`src/rtl/trg_pkg.sv`:
```
// trg_pkg -- shared definitions for the trigger receiver.
//   Command codes handed to the ROC/TBM sequencer, bit positions on the
//   5-bit trigger bus, and helpers for priority decoding and bit counting.
package trg_pkg;

  typedef enum logic [2:0] {
    CMD_NONE    = 3'd0,
    CMD_SYNC    = 3'd1,
    CMD_TRIG    = 3'd2,
    CMD_CAL     = 3'd3,
    CMD_RES_ROC = 3'd4,
    CMD_RES_TBM = 3'd5
  } trg_cmd_e;

  localparam int TRG_BUS_W       = 5;
  localparam int TRG_BIT_SYNC    = 0;
  localparam int TRG_BIT_TRIG    = 1;
  localparam int TRG_BIT_CAL     = 2;
  localparam int TRG_BIT_RES_ROC = 3;
  localparam int TRG_BIT_RES_TBM = 4;
  localparam int TS_W            = 32;
  localparam int CMD_W           = 3;

  // Highest-priority bus bit wins: reset_tbm > reset_roc > cal > trigger > sync-mark.
  function automatic trg_cmd_e trg_prio_encode(input logic [TRG_BUS_W-1:0] bus);
    trg_cmd_e cmd;
    if (bus[TRG_BIT_RES_TBM]) begin
      cmd = CMD_RES_TBM;
    end else if (bus[TRG_BIT_RES_ROC]) begin
      cmd = CMD_RES_ROC;
    end else if (bus[TRG_BIT_CAL]) begin
      cmd = CMD_CAL;
    end else if (bus[TRG_BIT_TRIG]) begin
      cmd = CMD_TRIG;
    end else if (bus[TRG_BIT_SYNC]) begin
      cmd = CMD_SYNC;
    end else begin
      cmd = CMD_NONE;
    end
    return cmd;
  endfunction

  // Number of bus bits set on one tick (0..5).
  function automatic logic [2:0] trg_bit_count(input logic [TRG_BUS_W-1:0] bus);
    logic [2:0] n;
    n = 3'd0;
    for (int i = 0; i < TRG_BUS_W; i++) begin
      n = n + {2'b00, bus[i]};
    end
    return n;
  endfunction

endpackage

```
`src/rtl/trg_fifo.sv`:
```
// trg_fifo -- synchronous DEPTH-entry FIFO with a registered head.
//   clk, reset (async, active-high)
//   push/wdata    : write request; ignored while full (caller counts the drop)
//   pop_ready     : consumer accepts the head when out_valid is high
//   full          : occupancy == DEPTH, evaluated before any same-cycle pop
//   out_valid/out_data : registered head; out_data holds its last value when empty
// Pointers carry one extra wrap bit so full and empty are distinguishable.
module trg_fifo
  import trg_pkg::*;
#(
  parameter int DEPTH = 4,
  parameter int DW    = CMD_W
) (
  input  logic          clk,
  input  logic          reset,
  input  logic          push,
  input  logic [DW-1:0] wdata,
  input  logic          pop_ready,
  output logic          full,
  output logic          out_valid,
  output logic [DW-1:0] out_data
);

  localparam int AW = (DEPTH > 1) ? $clog2(DEPTH) : 1;
  localparam int PW = AW + 1;

  logic [PW-1:0] wr_ptr_q, wr_ptr_d;
  logic [PW-1:0] rd_ptr_q, rd_ptr_d;
  logic [DW-1:0] mem_q [DEPTH];
  logic [DW-1:0] mem_d [DEPTH];
  logic          valid_q, valid_d;
  logic [DW-1:0] data_q, data_d;
  logic          do_push, do_pop;
  logic [AW-1:0] wr_idx, rd_nxt_idx;

  // Next-state: pointers, storage and the head value that will be visible after this clk.
  always_comb begin
    full       = (wr_ptr_q[AW-1:0] == rd_ptr_q[AW-1:0]) && (wr_ptr_q[AW] != rd_ptr_q[AW]);
    do_push    = push && !full;
    do_pop     = valid_q && pop_ready;
    wr_ptr_d   = wr_ptr_q + PW'(do_push);
    rd_ptr_d   = rd_ptr_q + PW'(do_pop);
    wr_idx     = wr_ptr_q[AW-1:0];
    rd_nxt_idx = rd_ptr_d[AW-1:0];
    for (int i = 0; i < DEPTH; i++) begin
      mem_d[i] = mem_q[i];
    end
    if (do_push) begin
      mem_d[wr_idx] = wdata;
    end else begin
      mem_d[wr_idx] = mem_q[wr_idx];
    end
    valid_d = (wr_ptr_d != rd_ptr_d);
    // The head is looked up in the post-write image so a push into an empty FIFO shows next clk.
    if (valid_d) begin
      data_d = mem_d[rd_nxt_idx];
    end else begin
      data_d = data_q;
    end
  end

  // State register; reset discards all contents.
  always_ff @(posedge clk or posedge reset) begin
    if (reset) begin
      wr_ptr_q <= {PW{1'b0}};
      rd_ptr_q <= {PW{1'b0}};
      valid_q  <= 1'b0;
      data_q   <= {DW{1'b0}};
      for (int i = 0; i < DEPTH; i++) begin
        mem_q[i] <= {DW{1'b0}};
      end
    end else begin
      wr_ptr_q <= wr_ptr_d;
      rd_ptr_q <= rd_ptr_d;
      valid_q  <= valid_d;
      data_q   <= data_d;
      for (int i = 0; i < DEPTH; i++) begin
        mem_q[i] <= mem_d[i];
      end
    end
  end

  assign out_valid = valid_q;
  assign out_data  = data_q;

endmodule

```
`src/rtl/trigger_receiver.sv`:
```
// trigger_receiver -- consumer end of the 5-bit trigger bus.
//   clk, reset (async, active-high)
//   sync       : clock enable for bus sampling, deadtime and timestamp counting
//   enable     : 0 ignores all bus events (not counted)
//   trg_in     : [0] sync-mark [1] trigger [2] cal [3] reset_roc [4] reset_tbm
//   deadtime   : sync ticks after an accepted trigger during which triggers are dropped
//   clear_cnt  : synchronous clear of trg_count/drop_count (wins over increments)
//   out_valid/out_ready/out_cmd/out_ts : command stream to the sequencer
//   trg_count  : pushed commands, wraps; drop_count : dropped events, saturates
// Optional build macro TRG_TIMESTAMP_EN adds a 32-bit sync-tick timestamp stored
// with each entry; without it out_ts is tied to zero.
module trigger_receiver
  import trg_pkg::*;
#(
  parameter int DEPTH    = 4,
  parameter int DT_WIDTH = 16
) (
  input  logic                clk,
  input  logic                reset,
  input  logic                sync,
  input  logic                enable,
  input  logic [4:0]          trg_in,
  input  logic [DT_WIDTH-1:0] deadtime,
  input  logic                clear_cnt,
  output logic                out_valid,
  input  logic                out_ready,
  output logic [2:0]          out_cmd,
  output logic [31:0]         out_ts,
  output logic [31:0]         trg_count,
  output logic [15:0]         drop_count
);

`ifdef TRG_TIMESTAMP_EN
  localparam int FIFO_W = TS_W + CMD_W;
`else
  localparam int FIFO_W = CMD_W;
`endif

  logic                tick_evt;
  trg_cmd_e            tick_cmd;
  logic [2:0]          lower_bits;
  logic                trig_gated;
  logic                fifo_full;
  logic                push_req;
  logic                head_drop;
  logic [3:0]          drop_inc;
  logic [16:0]         drop_sum;
  logic [FIFO_W-1:0]   fifo_wdata;
  logic [FIFO_W-1:0]   fifo_rdata;
  logic                fifo_valid;

  logic [DT_WIDTH-1:0] dt_cnt_q, dt_cnt_d;
  logic [31:0]         trg_count_q, trg_count_d;
  logic [15:0]         drop_count_q, drop_count_d;
`ifdef TRG_TIMESTAMP_EN
  logic [31:0]         ts_q, ts_d;
`endif

  // Tick decode: pick one command, decide whether it is pushed or dropped, and tally drops.
  always_comb begin
    tick_evt = sync && enable && (trg_in != 5'd0);
    tick_cmd = trg_prio_encode(trg_in);
    if (tick_evt) begin
      lower_bits = trg_bit_count(trg_in) - 3'd1;
    end else begin
      lower_bits = 3'd0;
    end
    trig_gated = (tick_cmd == CMD_TRIG) && (dt_cnt_q != {DT_WIDTH{1'b0}});
    // Fullness is the pre-pop value, so a full FIFO drops even if it is being drained this clk.
    push_req   = tick_evt && !trig_gated && !fifo_full;
    head_drop  = tick_evt && (trig_gated || fifo_full);
    drop_inc   = {1'b0, lower_bits} + {3'b000, head_drop};
    drop_sum   = {1'b0, drop_count_q} + {13'd0, drop_inc};
`ifdef TRG_TIMESTAMP_EN
    fifo_wdata = {ts_q, tick_cmd};
`else
    fifo_wdata = tick_cmd;
`endif
  end

  // Deadtime and statistics next-state.
  always_comb begin
    // Only a trigger that actually enters the FIFO arms the deadtime window.
    if (push_req && (tick_cmd == CMD_TRIG)) begin
      dt_cnt_d = deadtime;
    end else if (sync && (dt_cnt_q != {DT_WIDTH{1'b0}})) begin
      dt_cnt_d = dt_cnt_q - {{(DT_WIDTH-1){1'b0}}, 1'b1};
    end else begin
      dt_cnt_d = dt_cnt_q;
    end

    if (clear_cnt) begin
      trg_count_d = 32'd0;
    end else if (push_req) begin
      trg_count_d = trg_count_q + 32'd1;
    end else begin
      trg_count_d = trg_count_q;
    end

    if (clear_cnt) begin
      drop_count_d = 16'd0;
    end else if (drop_sum[16]) begin
      drop_count_d = 16'hFFFF;
    end else begin
      drop_count_d = drop_sum[15:0];
    end
  end

`ifdef TRG_TIMESTAMP_EN
  // Timestamp advances once per sync tick and wraps.
  always_comb begin
    if (sync) begin
      ts_d = ts_q + 32'd1;
    end else begin
      ts_d = ts_q;
    end
  end

  // Timestamp register.
  always_ff @(posedge clk or posedge reset) begin
    if (reset) begin
      ts_q <= 32'd0;
    end else begin
      ts_q <= ts_d;
    end
  end
`endif

  // Deadtime and statistics registers.
  always_ff @(posedge clk or posedge reset) begin
    if (reset) begin
      dt_cnt_q     <= {DT_WIDTH{1'b0}};
      trg_count_q  <= 32'd0;
      drop_count_q <= 16'd0;
    end else begin
      dt_cnt_q     <= dt_cnt_d;
      trg_count_q  <= trg_count_d;
      drop_count_q <= drop_count_d;
    end
  end

  trg_fifo #(
    .DEPTH (DEPTH),
    .DW    (FIFO_W)
  ) u_fifo (
    .clk       (clk),
    .reset     (reset),
    .push      (push_req),
    .wdata     (fifo_wdata),
    .pop_ready (out_ready),
    .full      (fifo_full),
    .out_valid (fifo_valid),
    .out_data  (fifo_rdata)
  );

  assign out_valid  = fifo_valid;
  assign out_cmd    = fifo_rdata[CMD_W-1:0];
`ifdef TRG_TIMESTAMP_EN
  assign out_ts     = fifo_rdata[FIFO_W-1:CMD_W];
`else
  assign out_ts     = 32'd0;
`endif
  assign trg_count  = trg_count_q;
  assign drop_count = drop_count_q;

endmodule

```
`config.mk`:
```
export PLATFORM = sky130hd
export DESIGN_NAME = trigger_receiver
export DESIGN_NICKNAME = d
export VERILOG_FILES = /design/src/rtl/trg_pkg.sv /design/src/rtl/trg_fifo.sv /design/src/rtl/trigger_receiver.sv
export SDC_FILE = /design/constraint.sdc
export NUM_CORES = 1
export LEC_CHECK = 0
export BUFFER_PORTS_ARGS = -buffer_cell sky130_fd_sc_hd__buf_2
export CELL_PAD_IN_SITES_DETAIL_PLACEMENT = 1
export CELL_PAD_IN_SITES_GLOBAL_PLACEMENT = 2
export CORE_MARGIN = 8
export CORE_UTILIZATION = 30
export DETAILED_ROUTE_END_ITERATION = 6
export PLACE_DENSITY_LB_ADDON = 0.1
export SLEW_MARGIN = 10
export SYNTH_ARGS = -nofsm -noshare
export SYNTH_HDL_FRONTEND = slang
export SYNTH_SLANG_ARGS = --single-unit
```
`constraint.sdc`:
```
create_clock -name clk -period 3.22 [get_ports clk]
set_input_delay 0.322 -clock clk [delete_from_list [all_inputs] [get_ports clk]]
set_output_delay 0.322 -clock clk [all_outputs]
set_load 0.02 [all_outputs]
```
==> key figures <==
GRT
  – First-pass GRT wire length: 21.8 mm
  – Number of global-route vias before repair: 4093
  – GRT Total Usage: 13.4%
  – Most used routing layer: met2
  – Initial antenna violation count: 0
  – Met3 Usage GRT: 2.45%
  – Grt ovf: 0
  – Met2 usage: 22.3%
  – Largest net degree at the start of global routing: 49
  – Met1 usage: 16.8%

Timing
  – Final slew viol count: 0
  – Final worst slack: 0.112 ns
  – Fmax: 322 MHz
  – Hold Vio Cnt, Final: 0
  – Slew headroom: 34.3%
  – Final hold slack: 0.0783 ns
  – Clk_skew: 0.00863 ns
  – Worst slew pin tran: 0.986 ns
  – Fin crit share: 96.5%
  – Final count of negative-setup-slack endpoints: 0
  – Min Tclk post-route: 3.11 ns

Clocking
  – # H-tree levels: 3
  – Total CTS buffers: 9
  – Clk buf depth: 2
  – Root Buffer: clkbuf_16
  – Worst-Skew Late Latency: 0.34 ns
  – Clock sinks: 86
  – CTS tree: built
  – Clock slew at reported path FFs: 0.06 ns

Setup path
  – Worst flop-to-flop path startpoint: dt_cnt_q[6]$_DFFE_PP0P_
  – Top delay family on crit path: adder cells
  – CP Launch Point: trg_in[2]
  – Slowest cell delay on critical path: 0.48 ns
  – Reg-to-reg endpoint: drop_count[10]$_DFF_PP0_
  – Startpoint types: input pin
  – WP data arrival: 3.28 ns
  – Worst Path Class, Setup: in2reg
  – WP buf/inv: 5
  – Flop-to-flop setup slack: 0.18 ns
  – Slowest CP cell: fa_1
  – WP data required: 3.39 ns
  – WP depth: 16
  – Worst setup EP type: register
  – Crit path max fanout: 4
  – Crit path cell chain: buf_6, inv_12, ha_4, fa_1, inv_1, ha_2, and2_4, fa_2, fa_2, a21o_1, nand4_1, buf_4, buf_4, nor2_1, xnor2_1, a21oi_1
  – Critical path destination: drop_count[10]$_DFF_PP0_
  – R2r worst-path depth: 13

Die
  – Core ar.: 15800 sq um
  – Die height: 142 um
  – Die Width: 142 um
  – Initial Util: 30.4%
  – Full die area: 20300 sq um
  – I/O pin count: 111
  – Row Count: 46

Logic synthesis
  – Cells after Synth: 505
  – Top cell type's share of synthesized area: 44.9%
  – Warnings from Yosys: 0
  – Distinct cells, synth: 54
  – Synth area leaders: dfrtp_1, nor2_1, xor2_1
  – Synthesized cell area: 4800 sq um
  – Avg Inst Size Synth: 9.50 sq um
  – Seq/Total Area, Yosys: 44.9%
  – Post-synth EDFFs: 0
  – FFs w/ async S/R, synth: 100%
  – Cell taking the most area after synthesis: dfrtp_1
  – Number of synthesized register bits: 86
  – Ys flop type: dfrtp_1

Power
  – Power Internal: 2.49 mW
  – Clock share of power: 25.9%
  – Sw Share: 35.5%
  – Pleak: 2.75 nW
  – Switching Power: 1.37 mW
  – Worst vdd ir: 361 uV
  – Sequential power share: 41.2%
  – Logic pwr share: 32.9%
  – Pwr dens: 652 nW/um^2

Route
  – Pre-antenna DRT Iters: 4
  – ANT nets after route: 0
  – Iter 0 DRT Violations: 144
  – Post-DR wirelength/cell: 15.8 um
  – Post-route DRC violation count: 0
  – Final WL: 13.0 mm
  – Via count: 3816
  – DR vias/cell: 4.61

Layout
  – Layout area overhead: 23.3%
  – Most frequent cells in the layout: dfrtp_1, buf_2, nor2_1, nand2_1, conb_1
  – Fill cells: 1878
  – ANT cells: 0
  – Commonest non-fill, non-tap cell in the layout: dfrtp_1
  – Final Util: 37.5%
  – Nets: 647
  – Share of cells above drive strength 1: 26.8%
  – Final Cell Area: 5910 sq um

Outcome
  – Status: complete, no violations

Placed design
  – Post-DP HPWL: 9.78 mm
  – # port buffers: 78
  – GPL Wtd Cong: 0.750
  – Post-DP Area: 5490 sq um
  – DP Worst Slack: -0.378 ns

Hold path
  – Hold WC Path Type: in2async

Flow run
  – Max Cap Viol: 0
-- worst reg2reg max path: stages, from the launching register on --
cell	delay, ns
dfrtp_1	0.46
nor4_4	0.39
nand4_4	0.17
a21oi_2	0.15
nor2_1	0.07
fa_2	0.35
fa_2	0.35
a21o_1	0.20
nand4_1	0.17
buf_4	0.15
buf_4	0.11
nor2_1	0.05
xnor2_1	0.16
a21oi_1	0.08
-- synth_stat cells, drive strengths merged, types with 2 or more instances --
| library cell | number |
|---|---|
| xor2 | 28 |
| ha | 10 |
| nand2b | 2 |
| mux2 | 9 |
| and2 | 5 |
| nand2 | 54 |
| nor4 | 8 |
| inv | 16 |
| a221o | 2 |
| mux2i | 7 |
| o21ai | 9 |
| a21oi | 28 |
| or3 | 3 |
| nor3b | 6 |
| and3 | 13 |
| nor2 | 67 |
| nor3 | 14 |
| clkbuf | 12 |
| buf | 35 |
| and4b | 3 |
| nand3 | 17 |
| a211oi | 2 |
| dfrtp | 86 |
| xnor2 | 26 |
| a21o | 3 |
| fa | 4 |
| a31oi | 4 |
| nand4 | 15 |
| o221ai | 2 |
-- cells by family (layout without fill, tap and decap cells) --
family / Yosys count / after routing / share of synthesized area [%]
AO/OA/AOI/OAI: 57 / 57 / 7.28
other: 1 / 32 / 0.0782
XOR/XNOR: 54 / 54 / 9.86
AND/OR/NAND/NOR: 213 / 213 / 22.3
flip-flops: 86 / 86 / 44.8
adder cells (fa/ha/maj): 14 / 14 / 4.28
buffers and inverters: 64 / 139 / 7.72
multiplexers: 16 / 16 / 3.65
-- sequential cells by signal (all words and copies together), names as in the netlist --
name / cells
u_fifo.out_valid: 1
u_fifo.rd_ptr_q: 3
trg_count: 32
u_fifo.out_data: 3
u_fifo.wr_ptr_q: 3
u_fifo.mem_q: 12
dt_cnt_q: 16
drop_count: 16
-- power by group through the flow --
stage,clock network [mW],registers [mW],logic [mW]
6_report,0.999,1.59,1.27
2_1_floorplan,0,1.56,0.888
3_5_place_dp,0,1.59,1.22
5_1_grt,1.09,1.63,1.44
3_3_place_gp,0,1.57,1.20
4_1_cts,1.05,1.57,1.24
-- stage by stage --
stage	instances	setup TNS, ns	power, mW
floorplan	536	-0.00160	2.45
global placement	806	-4.06	2.78
detailed placement	806	-5.07	2.80
CTS	822	0	3.86
global route	827	-0.0247	4.16
finish	827	0	3.86
-- worst min-delay path by stage --
stage                                      to  slack, ns  cells after the start
floorplan            dt_cnt_q[12]$_DFFE_PP0P_       0.43                      2
global placement    trg_count[17]$_DFFE_PP0P_       0.46                      2
detailed placement  trg_count[13]$_DFFE_PP0P_       0.47                      2
CTS                 trg_count[17]$_DFFE_PP0P_       0.09                      2
global route        trg_count[17]$_DFFE_PP0P_       0.12                      2
finish              trg_count[16]$_DFFE_PP0P_       0.08                      2
-- final cells by class --
class / count / area [sq um] / area share (%)
repair buffers: 106 / 607 / 10.3
clock buffers: 13 / 270 / 4.57
flip-flops and latches: 86 / 2150 / 36.4
multi-input cells: 386 / 2520 / 42.6
inverters: 17 / 80.1 / 1.35
clock inverters: 3 / 17.5 / 0.296
well taps: 216 / 270 / 4.57
-- timing repair --
| item | in CTS | in global routing |
|---|---|---|
| hold buffers | 0 | 0 |
| pin swaps | 0 | 13 |
| gates resized for setup | 3 | 19 |
| cloned | 0 | 0 |
| buffers inserted | 0 | 5 |
| endpoints found under the setup margin | 4 | 18 |
-- per-layer routing --
metal | wire length [um] | share of wire (%)
met2 | 6410 | 49
met3 | 497 | 3.8
met1 | 5940 | 46
met4 | 180 | 1.4
met5 | 0 | 0
No activity file was read; power rests on OpenSTA's default activity.
